### src/rtl/mse_mailbox_if.sv
`timescale 1ns/1ps
// mse_mailbox_if: Avalon-MM slave port, TX/RX byte streams and IRQ line of the mailbox.
// The master modport is the host/fabric side; the slave modport is the mailbox itself.
interface mse_mailbox_if;
   logic [7:0]  avs_S1_address;
   logic [31:0] avs_S1_writedata;
   logic [3:0]  avs_S1_byteenable;
   logic        avs_S1_write;
   logic        avs_S1_read;
   logic [31:0] avs_S1_readdata;
   logic        avs_S1_readdatavalid;
   logic        avs_S1_waitrequest;
   logic [7:0]  aso_TX_data;
   logic        aso_TX_valid;
   logic        aso_TX_ready;
   logic [7:0]  asi_RX_data;
   logic        asi_RX_valid;
   logic        asi_RX_ready;
   logic        ins_IRQ_irq;

   modport master (
      output avs_S1_address, avs_S1_writedata, avs_S1_byteenable, avs_S1_write, avs_S1_read,
      input  avs_S1_readdata, avs_S1_readdatavalid, avs_S1_waitrequest,
      input  aso_TX_data, aso_TX_valid,
      output aso_TX_ready,
      output asi_RX_data, asi_RX_valid,
      input  asi_RX_ready,
      input  ins_IRQ_irq
   );

   modport slave (
      input  avs_S1_address, avs_S1_writedata, avs_S1_byteenable, avs_S1_write, avs_S1_read,
      output avs_S1_readdata, avs_S1_readdatavalid, avs_S1_waitrequest,
      output aso_TX_data, aso_TX_valid,
      input  aso_TX_ready,
      input  asi_RX_data, asi_RX_valid,
      output asi_RX_ready,
      output ins_IRQ_irq
   );
endinterface

### src/rtl/mse_mailbox.sv
`timescale 1ns/1ps
// mse_mailbox: Avalon-MM slave mailbox with a host-to-fabric TX byte FIFO and a
// fabric-to-host RX byte FIFO, status/control registers and bounded write back-pressure.
// Optional interrupt logic is built when MSE_MAILBOX_IRQ_EN is defined.
module mse_mailbox #(
   parameter int unsigned DEPTH_LOG2 = 4,
   parameter int unsigned WAIT_MAX   = 255
) (
   input logic          csi_MCLK_clk,
   input logic          rsi_MRST_reset_n,
   mse_mailbox_if.slave mbx
);
   localparam int unsigned Depth  = 1 << DEPTH_LOG2;
   localparam int unsigned CntW   = DEPTH_LOG2 + 1;
   localparam int unsigned StallW = (WAIT_MAX < 2) ? 1 : $clog2(WAIT_MAX + 1);

   localparam logic [CntW-1:0]   CntFull    = CntW'(Depth);
   localparam logic [StallW-1:0] StallMax   = StallW'(WAIT_MAX);
   localparam logic [31:0]       IdValue    = 32'h4D53_4542;
   localparam logic [7:0]        AddrData   = 8'h00;
   localparam logic [7:0]        AddrStatus = 8'h01;
   localparam logic [7:0]        AddrCtrl   = 8'h02;
   localparam logic [7:0]        AddrId     = 8'h03;

   // FIFO storage and state
   logic [7:0]            tx_mem [Depth];
   logic [7:0]            rx_mem [Depth];
   logic [DEPTH_LOG2-1:0] tx_wr_q, tx_wr_d, tx_rd_q, tx_rd_d;
   logic [DEPTH_LOG2-1:0] rx_wr_q, rx_wr_d, rx_rd_q, rx_rd_d;
   logic [CntW-1:0]       tx_cnt_q, tx_cnt_d, rx_cnt_q, rx_cnt_d;

   // Register and bus state
   logic [StallW-1:0] stall_q, stall_d;
   logic              ovf_q, ovf_d, udf_q, udf_d;
   logic [31:0]       rdata_q, rdata_d;
   logic              rvalid_q;

   logic        sel_data, sel_status, sel_ctrl, sel_id;
   logic        tx_full, tx_empty, rx_full, rx_empty;
   logic        wr_stall, wr_acc, rd_acc;
   logic        tx_push, tx_pop, tx_drop, tx_flush;
   logic        rx_push, rx_pop, rx_under, rx_flush;
   logic [31:0] status_w, ctrl_w, rd_mux;
   logic        unused_bits;

   assign sel_data   = (mbx.avs_S1_address == AddrData);
   assign sel_status = (mbx.avs_S1_address == AddrStatus);
   assign sel_ctrl   = (mbx.avs_S1_address == AddrCtrl);
   assign sel_id     = (mbx.avs_S1_address == AddrId);

   assign tx_full  = (tx_cnt_q == CntFull);
   assign tx_empty = (tx_cnt_q == '0);
   assign rx_full  = (rx_cnt_q == CntFull);
   assign rx_empty = (rx_cnt_q == '0);

   // A DATA write into a full TX stalls until space appears or the budget runs out;
   // tx_full is registered, so a same-cycle stream pop only frees the stall next cycle.
   assign wr_stall = mbx.avs_S1_write & sel_data & tx_full & (stall_q != StallMax);
   assign wr_acc   = mbx.avs_S1_write & ~wr_stall;
   assign rd_acc   = mbx.avs_S1_read;

   assign tx_flush = wr_acc & sel_ctrl & mbx.avs_S1_writedata[0];
   assign rx_flush = wr_acc & sel_ctrl & mbx.avs_S1_writedata[1];
   assign tx_push  = wr_acc & sel_data & ~tx_full;
   assign tx_drop  = wr_acc & sel_data & tx_full;
   assign tx_pop   = ~tx_empty & mbx.aso_TX_ready;
   assign rx_push  = mbx.asi_RX_valid & ~rx_full;
   assign rx_pop   = rd_acc & sel_data & ~rx_empty;
   assign rx_under = rd_acc & sel_data & rx_empty;

   assign mbx.avs_S1_waitrequest   = wr_stall;
   assign mbx.avs_S1_readdata      = rdata_q;
   assign mbx.avs_S1_readdatavalid = rvalid_q;
   assign mbx.aso_TX_valid         = ~tx_empty;
   assign mbx.aso_TX_data          = tx_mem[tx_rd_q];
   assign mbx.asi_RX_ready         = ~rx_full;

   assign unused_bits = ^{mbx.avs_S1_byteenable, mbx.avs_S1_writedata[31:8]};

   // TX FIFO next state; a flush wins over any same-cycle push or pop
   always_comb begin
      tx_wr_d  = tx_wr_q;
      tx_rd_d  = tx_rd_q;
      tx_cnt_d = tx_cnt_q;
      if (tx_flush) begin
         tx_wr_d  = '0;
         tx_rd_d  = '0;
         tx_cnt_d = '0;
      end else begin
         if (tx_push) tx_wr_d = tx_wr_q + DEPTH_LOG2'(1);
         if (tx_pop)  tx_rd_d = tx_rd_q + DEPTH_LOG2'(1);
         tx_cnt_d = tx_cnt_q + CntW'(tx_push) - CntW'(tx_pop);
      end
   end

   // RX FIFO next state; a flush wins over any same-cycle push or pop
   always_comb begin
      rx_wr_d  = rx_wr_q;
      rx_rd_d  = rx_rd_q;
      rx_cnt_d = rx_cnt_q;
      if (rx_flush) begin
         rx_wr_d  = '0;
         rx_rd_d  = '0;
         rx_cnt_d = '0;
      end else begin
         if (rx_push) rx_wr_d = rx_wr_q + DEPTH_LOG2'(1);
         if (rx_pop)  rx_rd_d = rx_rd_q + DEPTH_LOG2'(1);
         rx_cnt_d = rx_cnt_q + CntW'(rx_push) - CntW'(rx_pop);
      end
   end

   // Stall counter and sticky flags; a set event overrides a same-cycle W1C clear
   always_comb begin
      stall_d = wr_stall ? stall_q + StallW'(1) : '0;
      ovf_d   = ovf_q;
      udf_d   = udf_q;
      if (wr_acc & sel_status & mbx.avs_S1_writedata[4]) ovf_d = 1'b0;
      if (wr_acc & sel_status & mbx.avs_S1_writedata[5]) udf_d = 1'b0;
      if (tx_drop)  ovf_d = 1'b1;
      if (rx_under) udf_d = 1'b1;
   end

   // Read mux from pre-edge state; a DATA read sees the old RX head
   always_comb begin
      status_w = {16'h0, 8'(rx_cnt_q), 2'b00, udf_q, ovf_q, rx_empty, rx_full, tx_empty, tx_full};
      rd_mux   = '0;
      if (sel_data) begin
         rd_mux = rx_empty ? 32'h0 : {24'h0, rx_mem[rx_rd_q]};
      end else if (sel_status) begin
         rd_mux = status_w;
      end else if (sel_ctrl) begin
         rd_mux = ctrl_w;
      end else if (sel_id) begin
         rd_mux = IdValue;
      end
      rdata_d = rd_acc ? rd_mux : rdata_q;
   end

   // FIFO payload storage, no reset needed
   always_ff @(posedge csi_MCLK_clk) begin
      if (tx_push & ~tx_flush) tx_mem[tx_wr_q] <= mbx.avs_S1_writedata[7:0];
      if (rx_push & ~rx_flush) rx_mem[rx_wr_q] <= mbx.asi_RX_data;
   end

   // Control/status state register
   always_ff @(posedge csi_MCLK_clk or negedge rsi_MRST_reset_n) begin
      if (!rsi_MRST_reset_n) begin
         tx_wr_q  <= '0;
         tx_rd_q  <= '0;
         tx_cnt_q <= '0;
         rx_wr_q  <= '0;
         rx_rd_q  <= '0;
         rx_cnt_q <= '0;
         stall_q  <= '0;
         ovf_q    <= 1'b0;
         udf_q    <= 1'b0;
         rdata_q  <= '0;
         rvalid_q <= 1'b0;
      end else begin
         tx_wr_q  <= tx_wr_d;
         tx_rd_q  <= tx_rd_d;
         tx_cnt_q <= tx_cnt_d;
         rx_wr_q  <= rx_wr_d;
         rx_rd_q  <= rx_rd_d;
         rx_cnt_q <= rx_cnt_d;
         stall_q  <= stall_d;
         ovf_q    <= ovf_d;
         udf_q    <= udf_d;
         rdata_q  <= rdata_d;
         rvalid_q <= rd_acc;
      end
   end

`ifdef MSE_MAILBOX_IRQ_EN
   logic irq_en_q, irq_en_d, irq_q, irq_d;

   // IRQ computed from next-state so the line follows its cause by one cycle
   always_comb begin
      irq_en_d = irq_en_q;
      if (wr_acc & sel_ctrl) irq_en_d = mbx.avs_S1_writedata[2];
      irq_d = irq_en_d & ((rx_cnt_d != '0) | ovf_d | udf_d);
   end

   // IRQ enable and output register
   always_ff @(posedge csi_MCLK_clk or negedge rsi_MRST_reset_n) begin
      if (!rsi_MRST_reset_n) begin
         irq_en_q <= 1'b0;
         irq_q    <= 1'b0;
      end else begin
         irq_en_q <= irq_en_d;
         irq_q    <= irq_d;
      end
   end

   assign ctrl_w          = {29'h0, irq_en_q, 2'b00};
   assign mbx.ins_IRQ_irq = irq_q;
`else
   assign ctrl_w          = '0;
   assign mbx.ins_IRQ_irq = 1'b0;
`endif
endmodule

### src/flat_wrapper.sv
// flat-port wrapper written by rule: the top's interface ports become plain ports
module mse_mailbox_flat 
#(
   parameter int unsigned DEPTH_LOG2 = 4,
   parameter int unsigned WAIT_MAX   = 255
)
  (csi_MCLK_clk, rsi_MRST_reset_n, mbx_avs_S1_address, mbx_avs_S1_writedata, mbx_avs_S1_byteenable, mbx_avs_S1_write, mbx_avs_S1_read, mbx_avs_S1_readdata, mbx_avs_S1_readdatavalid, mbx_avs_S1_waitrequest, mbx_aso_TX_data, mbx_aso_TX_valid, mbx_aso_TX_ready, mbx_asi_RX_data, mbx_asi_RX_valid, mbx_asi_RX_ready, mbx_ins_IRQ_irq);
  mse_mailbox_if mbx_i ();
  input logic csi_MCLK_clk;
  input logic rsi_MRST_reset_n;
  input wire logic [$bits(mbx_i.avs_S1_address)-1:0] mbx_avs_S1_address;
  input wire logic [$bits(mbx_i.avs_S1_writedata)-1:0] mbx_avs_S1_writedata;
  input wire logic [$bits(mbx_i.avs_S1_byteenable)-1:0] mbx_avs_S1_byteenable;
  input wire logic [$bits(mbx_i.avs_S1_write)-1:0] mbx_avs_S1_write;
  input wire logic [$bits(mbx_i.avs_S1_read)-1:0] mbx_avs_S1_read;
  output wire logic [$bits(mbx_i.avs_S1_readdata)-1:0] mbx_avs_S1_readdata;
  output wire logic [$bits(mbx_i.avs_S1_readdatavalid)-1:0] mbx_avs_S1_readdatavalid;
  output wire logic [$bits(mbx_i.avs_S1_waitrequest)-1:0] mbx_avs_S1_waitrequest;
  output wire logic [$bits(mbx_i.aso_TX_data)-1:0] mbx_aso_TX_data;
  output wire logic [$bits(mbx_i.aso_TX_valid)-1:0] mbx_aso_TX_valid;
  input wire logic [$bits(mbx_i.aso_TX_ready)-1:0] mbx_aso_TX_ready;
  input wire logic [$bits(mbx_i.asi_RX_data)-1:0] mbx_asi_RX_data;
  input wire logic [$bits(mbx_i.asi_RX_valid)-1:0] mbx_asi_RX_valid;
  output wire logic [$bits(mbx_i.asi_RX_ready)-1:0] mbx_asi_RX_ready;
  output wire logic [$bits(mbx_i.ins_IRQ_irq)-1:0] mbx_ins_IRQ_irq;
  assign mbx_i.avs_S1_address = mbx_avs_S1_address;
  assign mbx_i.avs_S1_writedata = mbx_avs_S1_writedata;
  assign mbx_i.avs_S1_byteenable = mbx_avs_S1_byteenable;
  assign mbx_i.avs_S1_write = mbx_avs_S1_write;
  assign mbx_i.avs_S1_read = mbx_avs_S1_read;
  assign mbx_avs_S1_readdata = mbx_i.avs_S1_readdata;
  assign mbx_avs_S1_readdatavalid = mbx_i.avs_S1_readdatavalid;
  assign mbx_avs_S1_waitrequest = mbx_i.avs_S1_waitrequest;
  assign mbx_aso_TX_data = mbx_i.aso_TX_data;
  assign mbx_aso_TX_valid = mbx_i.aso_TX_valid;
  assign mbx_i.aso_TX_ready = mbx_aso_TX_ready;
  assign mbx_i.asi_RX_data = mbx_asi_RX_data;
  assign mbx_i.asi_RX_valid = mbx_asi_RX_valid;
  assign mbx_asi_RX_ready = mbx_i.asi_RX_ready;
  assign mbx_ins_IRQ_irq = mbx_i.ins_IRQ_irq;
  mse_mailbox #(.DEPTH_LOG2(DEPTH_LOG2), .WAIT_MAX(WAIT_MAX)) u_core (.csi_MCLK_clk(csi_MCLK_clk), .rsi_MRST_reset_n(rsi_MRST_reset_n), .mbx(mbx_i));
endmodule
### config.mk
export PLATFORM = sky130hd
export DESIGN_NAME = mse_mailbox_flat
export DESIGN_NICKNAME = d
export VERILOG_FILES = /design/src/rtl/mse_mailbox_if.sv /design/src/rtl/mse_mailbox.sv /design/src/flat_wrapper.sv
export SDC_FILE = /design/constraint.sdc
export NUM_CORES = 1
export LEC_CHECK = 0
export BUFFER_PORTS_ARGS = -buffer_cell sky130_fd_sc_hd__buf_4
export CAP_MARGIN = 20
export CORE_MARGIN = 5
export CORE_UTILIZATION = 54
export CTS_CLUSTER_DIAMETER = 80
export DETAILED_ROUTE_END_ITERATION = 7
export MAX_ROUTING_LAYER = met4
export PLACE_DENSITY = 0.72
export SLEW_MARGIN = 10
export SYNTH_ARGS = -nofsm -noshare
export SYNTH_HDL_FRONTEND = slang
export SYNTH_SLANG_ARGS = --single-unit
### constraint.sdc
create_clock -name csi_MCLK_clk -period 2.6 [get_ports csi_MCLK_clk]
set_input_delay 0.13 -clock csi_MCLK_clk [delete_from_list [all_inputs] [get_ports csi_MCLK_clk]]
set_output_delay 0.13 -clock csi_MCLK_clk [all_outputs]
set_load 0.01 [all_outputs]
==> flow_metrics.tcl, run 1 <==
set metrics [dict create \
    area_growth_syn_to_layout_pct 21.9 \
    cts_made_buffers 30 \
    ys_top_cells_by_area "edfxtp_1 60%, mux4_2 12%, dfrtp_1 9.9%, ha_1 2.2%, buf_4 1.1%" \
    fmax_ghz 0.382 \
    via_per_inst 5.69 \
    dr.pass1.iters 4 \
    crit_slowest_cell "or3_4" \
    whs_path_depth 5 \
    path_cells "inv_2 -> ha_4 -> nor4b_4 -> or3_4 -> inv_2 -> ha_4 -> inv_4 -> ha_4 -> inv_2 -> fa_2 -> inv_2 -> a21oi_2 -> nor2_1 -> buf_4 -> o21ai_1 -> a21oi_2" \
    yosysWarnings 0 \
    antenna_found_initial 2 \
    grt_pass1_vias 7486 \
    netlist-cell-type-count 59 \
    worstPathArrival_ps 3070 \
    grt_setup_unrepaired "yes" \
    crit_buf_inv 6 \
    r2r_cells 16 \
    met3_usage 0.0379 \
    yosysTopAreaCell "edfxtp_1" \
    cp-start-kind "flop" \
    cts_tree "done" \
    gp_congestion 0.872 \
    worst_slack_ps -17.3 \
    clock_path_buffers 3 \
    ys_seq_area_frac 0.698 \
    synthesis.area_um2 12800 \
    slew_headroom 0.511 \
    violations "setup timing" \
    dieWidth_um 164 \
    post-place-cells 1149 \
    ant_nets 0 \
    powerDensity_nw_per_um2 857 \
    fin_crit_sh 1.01 \
    hold_viol 0 \
    synth_ff_type "edfxtp_1" \
    status "finished, violations left" \
    ys_top_cells_by_count "256 x edfxtp_1, 69 x mux4_2, 51 x dfrtp_1" \
    synth_cells 729 \
    rows 56 \
    synth-edff-count 256 \
    multiInputGateArea_um2 3670 \
    use_met2 0.345 \
    fin_util 0.667 \
    reg2reg_slack_ps -20 \
    cp_top_family "adder cells" \
    core_um2 23500 \
    clk_pin_slew_ps 60 \
    hold_path.startpoint "mbx_asi_RX_valid" \
    drv_slew 0 \
    grt_overflow 0 \
    crit_start "u_core.rx_cnt_q[2]" \
    dp_hpwl_um 17800 \
    cap_violations 0 \
    grt_use_met1 0.297 \
    cp.required_ps 3060 \
    die_area_um2 27000 \
    cp_max_fo 2 \
    cts.sinks 307 \
    worstSetupPathType "flop to flop" \
    rr_startpoint "u_core.rx_cnt_q[2]" \
    wirelength_um 27100 \
    vdd_drop_max_uv 575 \
    min_to "u_core.rx_wr_q[1]" \
    r2r_end "u_core.rx_cnt_q[4]" \
    fillCellCount 1533 \
    grtUsageTotal 0.215 \
    via_count 7019 \
    setup_viol 1 \
    top_usage_layer "met2" \
    avgSynthCellArea_um2 17.6 \
    ys_seq_elements 307 \
    drive_gt1_frac 0.334 \
    async_reset_ff_frac 0.166 \
    nets 974 \
    skew_ps 17.3 \
    cts_root_buf "clkbuf_16" \
    slowest_delay_ps 400 \
    synth_top_area_share 0.599 \
    grt_max_degree 52 \
    h-tree-depth 1 \
    port_buffers 63 \
    first_iter_violations 598 \
    die_h_um 164 \
    synth_most_common_cell "edfxtp_1" \
    route.detailed.drc 0 \
    fin_crit_ps 2620 \
    ff_latch_area_um2 8970 \
    insertion_delay_ps 540 \
    initial_utilization 0.547 \
    wire_per_inst_um 22.0 \
    holdCritPathClass "input pin to flop" \
    worstSetupEndpointType "flop" \
    stdcell_count 1233 \
    tightestPinTransition_ps 733 \
    crit_top_cell "inv_2" \
    grt_pass1_wl_um 42800 \
    p_leak_nw 5.67 \
    io_pins 103 \
]
final cells by class:
| type | count | area share |
|---|---|---|
| Sequential cell | 307 | 0.573 |
| Antenna cell | 1 | 0.000160 |
| Inverter | 32 | 0.00783 |
| Tap cell | 319 | 0.0255 |
| Multi-Input combinational cell | 349 | 0.235 |
| Clock inverter | 13 | 0.00535 |
| Clock buffer | 41 | 0.0532 |
| Timing Repair Buffer | 171 | 0.101 |
registers in the layout (all words and copies together) (netlist names):
register                         flops
u_core.mbx.avs_S1_readdatavalid      1
u_core.rx_cnt_q                      5
u_core.rx_wr_q                       4
u_core.ovf_q                         1
u_core.rx_mem                      128
u_core.tx_wr_q                       4
u_core.tx_mem                      128
u_core.stall_q                       8
u_core.tx_cnt_q                      5
u_core.udf_q                         1
u_core.rx_rd_q                       4
u_core.tx_rd_q                       4
u_core.mbx.avs_S1_readdata          14
worst reg2reg max path: cells and delay by family, from the launching register on:
kind	cells	cell delay, ps
buf+inv	6	420
compound gates	3	260
fa+ha+maj	4	830
flops	1	370
simple gates	3	670
routing by layer:
| metal | share of wire | wire length [um] |
|---|---|---|
| met1 | 0.43 | 11600 |
| met3 | 0.059 | 1590 |
| met5 | 0 | 0 |
| met4 | 0.018 | 490 |
| met2 | 0.50 | 13400 |
worst max path at each step:
stage	endpoint	cells past startpoint	slack, ps
global placement	u_core.rx_cnt_q[4]	15	-220
floorplan	u_core.rx_cnt_q[4]	14	-130
finish	u_core.rx_cnt_q[4]	16	-20
detailed placement	u_core.rx_cnt_q[4]	15	-340
CTS	u_core.rx_cnt_q[4]	16	-20
global route	u_core.rx_cnt_q[4]	15	-140
where the power goes:
| part | switching [mW] | internal, mW |
|---|---|---|
| clock | 1.70 | 2.32 |
| sequential | 0.322 | 5.70 |
| combinational | 1.54 | 1.85 |
through the flow:
| step | worst slack [ps] | TNS, ps | instance area [um^2] | hold WS, ps | total power [mW] |
|---|---|---|---|---|---|
| 3_3_place_gp | -222 | -771 | 14400 | 212 | 8.99 |
| 5_1_grt | -140 | -230 | 15700 | 52.9 | 14.0 |
| 3_5_place_dp | -339 | -2400 | 14400 | 226 | 9.14 |
| 2_1_floorplan | -126 | -151 | 12900 | -166 | 7.99 |
| 6_report | -17.3 | -17.3 | 15700 | 30.0 | 13.4 |
| 4_1_cts | -18.6 | -18.6 | 15600 | 26.4 | 13.4 |
cells in the final DEF (no fill, tap or decap), drive strengths merged, types with 3 or more instances in the layout:
cell and n:
edfxtp 256, buf 151, mux4 69, dfrtp 51, clkbuf 41, nor2 38
inv 32, nand2 23, ha 23, and2 22, dlygate4sd3 20, o21ai 16
mux2i 14, a21oi 14, clkinv 12, xor2 11, conb 11, xnor2 10
nand3 9, nor2b 7, nor4 7, nand4 6, nor3 6, o2bb2ai 6
mux2 5, nor4b 4, nor3b 4, or4 3, and3 3, o211ai 3
o31ai 3
cells by family after synthesis:
kind of cell             count (synthesis)  synth area share
adder cells (fa/ha/maj)                 25            0.0255
AO/OA/AOI/OAI                           59            0.0307
other                                    1          0.000292
AND/OR/NAND/NOR                        145            0.0640
flip-flops                             307             0.698
buffers and inverters                   83            0.0309
XOR/XNOR                                21            0.0143
multiplexers                            88             0.136
timing repair:
item                       CTS  global route
hold buffers                20             0
gates resized for setup     15             9
setup endpoints to repair    5            10
hold endpoints to repair   317             0
pin swaps                    7            11
gates cloned                 1             0
buffers inserted             3             6
No activity file was read; power rests on OpenSTA's default activity.
==> run 2, diff against run 1 <==
--- a/config.mk
+++ b/config.mk
@@ -13,6 +13,7 @@
 export DETAILED_ROUTE_END_ITERATION = 7
 export MAX_ROUTING_LAYER = met4
 export PLACE_DENSITY = 0.72
+export REMOVE_ABC_BUFFERS = 1
 export SLEW_MARGIN = 10
 export SYNTH_ARGS = -nofsm -noshare
 export SYNTH_HDL_FRONTEND = slang
==> run 2 against run 1 <==
  * The flow now finishes without violations
  * Via count shrank 2.0%
  * Clock skew grew 5.1 ps
  * First-iteration DRC count shrank 21%
  * Utilization is essentially flat
  * Power grew 2.9%
  * Critical path depth shrank 1
  * Non-clock buffer count shrank 10
==> flow_metrics.tcl, run 2 (synthesis results as in run 1) <==
set metrics [dict create \
    post-place-cells 1141 \
    combPwrFrac 0.237 \
    grtUsageTotal 0.204 \
    setup_viol 0 \
    cap_violations 0 \
    grt_pass1_vias 7278 \
    port_buffers 63 \
    p_leak_nw 5.65 \
    antenna_found_initial 0 \
    ant_nets 0 \
    drv_slew 0 \
    stdcell_count 1226 \
    first_iter_violations 471 \
    switching_share 0.261 \
    clock_path_buffers 3 \
    wire_per_inst_um 21.3 \
    wirelength_um 26100 \
    initial_utilization 0.547 \
    whs_ps 23.2 \
    tightestPinTransition_ps 685 \
    grt_max_degree 52 \
    die_area_um2 27000 \
    cp.required_ps 3080 \
    area_growth_syn_to_layout_pct 21.9 \
    grt_overflow 0 \
    dr.pass1.iters 5 \
    tns_ps 0 \
    p_int_mw 10.2 \
    placed_area_um2 14200 \
    postLayoutCellArea_um2 15700 \
    drive_gt1_frac 0.332 \
    worstSetupEndpointType "flop" \
    vdd_drop_max_uv 734 \
    fin_util 0.667 \
    worstPathArrival_ps 3030 \
    gp_congestion 0.840 \
    clockPowerShare 0.327 \
    cts.sinks 307 \
    status "completed" \
    slew_headroom 0.544 \
    dp_slack_ps -400 \
    hold_viol 0 \
    route.detailed.drc 0 \
    via_per_inst 5.61 \
    via_count 6879 \
    die_h_um 164 \
    skew_ps 22.4 \
    final_common_cell "edfxtp_1" \
    crit_top_cell "inv_2" \
    clk_pin_slew_ps 60 \
    path_cells "inv_2 -> ha_4 -> nor4b_4 -> or3_4 -> inv_2 -> ha_4 -> inv_2 -> ha_4 -> inv_2 -> fa_2 -> inv_2 -> a21oi_2 -> nor2_2 -> or3_1 -> a21oi_1" \
    h-tree-depth 1 \
    fin_total_pwr_mw 13.8 \
    nets 965 \
    crit_slowest_cell "dfrtp_1" \
    grt_pass1_wl_um 40900 \
    p_switching_mw 3.60 \
    final_cell_mix "256 x edfxtp_1, 125 x buf_4, 69 x mux4_2, 49 x dfrtp_1, 36 x nor2_1" \
    dp_hpwl_um 17400 \
    worstSetupPathType "flop to flop" \
    fillCellCount 1554 \
    rows 56 \
    p_seq_frac 0.435 \
    fin_crit_ps 2550 \
    io_pins 103 \
    grt_setup_unrepaired "yes" \
    cts_tree "done" \
    fin_crit_sh 0.981 \
    dieWidth_um 164 \
    slowest_delay_ps 390 \
    powerDensity_nw_per_um2 882 \
    insertion_delay_ps 550 \
    worst_slack_ps 49.8 \
    cp_max_fo 2 \
    fmax_ghz 0.392 \
    holdCritPathClass "input pin to flop" \
    cp-start-kind "flop" \
    cts_made_buffers 31 \
    diodes 0 \
    cts_root_buf "clkbuf_16" \
    core_um2 23500 \
]
run 2: cell count changes in the layout (fill, tap and decap cells not counted), sizes merged:
cell | previous run | this run
diode | 1 | 0
clkbuf | 41 | 35
buf | 151 | 140
clkinvlp | 0 | 4
bufinv | 1 | 5
inv | 32 | 35
run 2: timing repair:
action,CTS,global route
endpoints found under the setup margin,4,11
cloned,0,1
endpoints found under the hold margin,319,0
resized for setup,16,15
hold buffers,20,0
setup buffers,1,6
pin swaps,6,12
run 2: layout make-up:
type	instances	area (um^2)	share of cell area
timing repair buffer	161	1460	0.0935
tap	319	399	0.0255
clock buffer	34	787	0.0503
sequential	307	8970	0.573
clock inverter	24	272	0.0173
inverter	32	120	0.00767
multi-input combinational	349	3650	0.233
run 2: power groups by stage:
stage	combinational [mW]	sequential, mW	clock (mW)
after detailed placement	3.03	6.07	0
after global placement	2.90	6.04	0
after global routing	3.58	6.05	4.85
final	3.28	6.01	4.52
after CTS	3.14	5.99	4.61
after floorplan	1.71	6.19	0
run 2: per-layer routing:
layer	share of wire	global-route usage	routed length, um
met2	0.55	0.369	14300
met3	0.039	0.0256	1010
met5	0	-	0
met4	0.022	0.0461	585
met1	0.39	0.247	10200
run 2: critical path, delay by kind of cell, from the launching register on:
kind | cells | cell delay [ps]
compound gates | 2 | 280
simple gates | 4 | 800
buf+inv | 5 | 250
fa+ha+maj | 4 | 750
flops | 1 | 390
run 2: final timing paths:
| check | endpoint | cells after the start | startpoint | slack [ps] |
|---|---|---|---|---|
| max | u_core.rx_cnt_q[4] | 15 | u_core.rx_cnt_q[2] | 50 |
| min | u_core.mbx.avs_S1_readdata[8] | 5 | mbx_avs_S1_address[6] | 20 |
| max in group asynchronous | u_core.tx_rd_q[0] | 2 | rsi_MRST_reset_n | 1920 |
| max reg2reg | u_core.rx_cnt_q[4] | 15 | u_core.rx_cnt_q[2] | 50 |
| min reg2reg | u_core.stall_q[0] | 1 | u_core.stall_q[0] | 470 |
| min in group asynchronous | u_core.stall_q[2] | 2 | rsi_MRST_reset_n | 170 |
==> run 3, diff against run 2 <==
--- a/config.mk
+++ b/config.mk
@@ -7,6 +7,7 @@
 export LEC_CHECK = 0
 export BUFFER_PORTS_ARGS = -buffer_cell sky130_fd_sc_hd__buf_4
 export CAP_MARGIN = 20
+export CORE_ASPECT_RATIO = 1.75
 export CORE_MARGIN = 5
 export CORE_UTILIZATION = 54
 export CTS_CLUSTER_DIAMETER = 80
==> run 3 against run 2 <==
  * The run now ends with setup timing left
  * Cell area increased by 0.43%
  * Flip-flop and latch count unchanged
  * Routed wire length increased by 11%
  * Global-route usage increased by 1.6 points
  * Critical path type unchanged
  * Critical endpoint is now u_core.tx_cnt_q[4]
==> flow_metrics.tcl, run 3 (synthesis results as in run 1) <==
set metrics [dict create \
    status "finished, violations left" \
    violations "setup timing" \
    cts_made_buffers 27 \
    area_growth_syn_to_layout_pct 22.4 \
    whs_ps 69.5 \
    crit_top_cell "nor2_1" \
    holdCritPathClass "input pin to flop" \
    dp_hpwl_um 20200 \
    cap_violations 0 \
    cts_tree "done" \
    route.detailed.drc 0 \
    post-place-cells 1133 \
    die_h_um 214 \
    via_per_inst 5.78 \
    cp-start-kind "flop" \
    fin_crit_sh 1.00 \
    p_leak_nw 5.66 \
    diodes 0 \
    insertion_delay_ps 540 \
    cp.required_ps 3000 \
    first_iter_violations 517 \
    hold_viol 0 \
    path_cells "inv_1 -> ha_4 -> nor4b_4 -> buf_4 -> nor2b_2 -> ha_1 -> inv_1 -> ha_4 -> fa_2 -> a21oi_2 -> nor2_1 -> nor2_1 -> xnor2_1 -> nor2_1" \
    final_common_cell "edfxtp_1" \
    skew_ps 11.7 \
    grt_overflow 0 \
    worst_slack_ps -7.48 \
    clk_pin_slew_ps 70 \
    worstPathArrival_ps 3010 \
    slowest_delay_ps 380 \
    whs_path_depth 4 \
    fin_crit_ps 2610 \
    tightestPinTransition_ps 682 \
    h-tree-depth 1 \
    powerDensity_nw_per_um2 871 \
    crit_buf_inv 3 \
    clock_path_buffers 3 \
    fillCellCount 1522 \
    wire_per_inst_um 24.0 \
    port_buffers 63 \
    r2r_cells 14 \
    io_pins 103 \
    die_area_um2 27100 \
    nets 968 \
    grt_setup_unrepaired "yes" \
    wirelength_um 29000 \
    via_count 6992 \
    cts.sinks 307 \
    dieWidth_um 127 \
    drv_slew 0 \
    grt_pass1_wl_um 44200 \
    grt_pass1_vias 7600 \
    grtUsageTotal 0.220 \
    stdcell_count 1210 \
    cp_max_fo 2 \
    path_depth 14 \
    antenna_found_initial 0 \
    initial_utilization 0.548 \
    drive_gt1_frac 0.331 \
    cp_top_family "adder cells" \
    gp_congestion 0.854 \
    slew_headroom 0.545 \
    core_um2 23400 \
    rows 74 \
    fin_util 0.671 \
    vdd_drop_max_uv 662 \
    worstSetupPathType "flop to flop" \
    dr.pass1.iters 5 \
    fmax_ghz 0.384 \
    crit_slowest_cell "dfrtp_1" \
    cts_root_buf "clkbuf_16" \
    ant_nets 0 \
    final_cell_mix "256 x edfxtp_1, 118 x buf_4, 69 x mux4_2, 49 x dfrtp_1, 36 x nor2_1" \
    grt_max_degree 52 \
    worstSetupEndpointType "flop" \
    setup_viol 1 \
]
[run 3: cell types whose count changed in the layout (fill, tap and decap cells not counted), sizes merged]
| cell | previous run | this run |
|---|---|---|
| clkbuf | 35 | 39 |
| clkinv | 12 | 5 |
| clkinvlp | 4 | 1 |
| bufinv | 5 | 4 |
| buf | 140 | 147 |
| inv | 35 | 34 |
[run 3: per-layer routing]
| layer | routed length, um | vias to the layer above | GRT usage | part of all wire |
|---|---|---|---|---|
| li1 | - | 3117 | - | - |
| met3 | 1140 | 56 | 0.0254 | 0.039 |
| met4 | 845 | 0 | 0.0666 | 0.029 |
| met5 | 0 | - | - | 0 |
| met2 | 17500 | 206 | 0.429 | 0.60 |
| met1 | 9540 | 3613 | 0.224 | 0.33 |
[run 3: where the power goes]
group	total [mW]	switching, mW	internal (mW)
Sequential	6.06	0.358	5.70
Clock	4.15	1.73	2.42
Combinational	3.49	1.55	1.93
Total	13.7	3.64	10.0
[run 3: path summary, 6_finish.rpt]
check | end | slack (ps) | start
max in group asynchronous | u_core.rx_rd_q[2] | 1920 | rsi_MRST_reset_n
worst min-delay path | u_core.mbx.avs_S1_readdata[27] | 70 | mbx_avs_S1_address[1]
worst max-delay path | u_core.tx_cnt_q[4] | -7 | u_core.tx_cnt_q[3]
worst min register to register | u_core.stall_q[0] | 480 | u_core.stall_q[0]
worst max register to register | u_core.tx_cnt_q[4] | -7 | u_core.tx_cnt_q[3]
min in group asynchronous | u_core.mbx.avs_S1_readdata[9] | 160 | rsi_MRST_reset_n
[run 3: timing repair]
action / 4_1_cts / 5_1_grt
gates resized for setup: 22 / 23
endpoints found under the setup margin: 56 / 193
buffers inserted: 4 / 3
pin swaps: 8 / 10
endpoints found under the hold margin: 311 / 0
gates cloned: 0 / 1
hold buffers: 20 / 0
[run 3: area by class of cell]
cell class	instances	area, um^2	area share
clock buffers	38	747	0.0475
clock inverters	12	179	0.0114
inverters	32	120	0.00764
multi-input cells	349	3690	0.235
flip-flops and latches	307	8970	0.570
well taps	304	380	0.0242
repair buffers	168	1640	0.104
[run 3: through the flow]
stage / TNS, ps / total power, mW / cell area (um^2) / setup slack, ps
3_3_place_gp: -3470 / 9.05 / 14300 / -332
4_1_cts: -74.2 / 13.5 / 15600 / -36.7
6_report: -7.48 / 13.7 / 15700 / -7.48
2_1_floorplan: -1750 / 7.90 / 12600 / -268
3_5_place_dp: -8480 / 9.22 / 14300 / -379
5_1_grt: -369 / 14.3 / 15700 / -124
[run 3: worst reg2reg max path, cell delays in order, from the launching register on]
cell and delay, ps:
dfrtp_1 380, inv_1 120, ha_4 140, nor4b_4 210, buf_4 160, nor2b_2 50, ha_1 280, inv_1 60
ha_4 160, fa_2 370, a21oi_2 130, nor2_1 50, nor2_1 140, xnor2_1 160, nor2_1 70
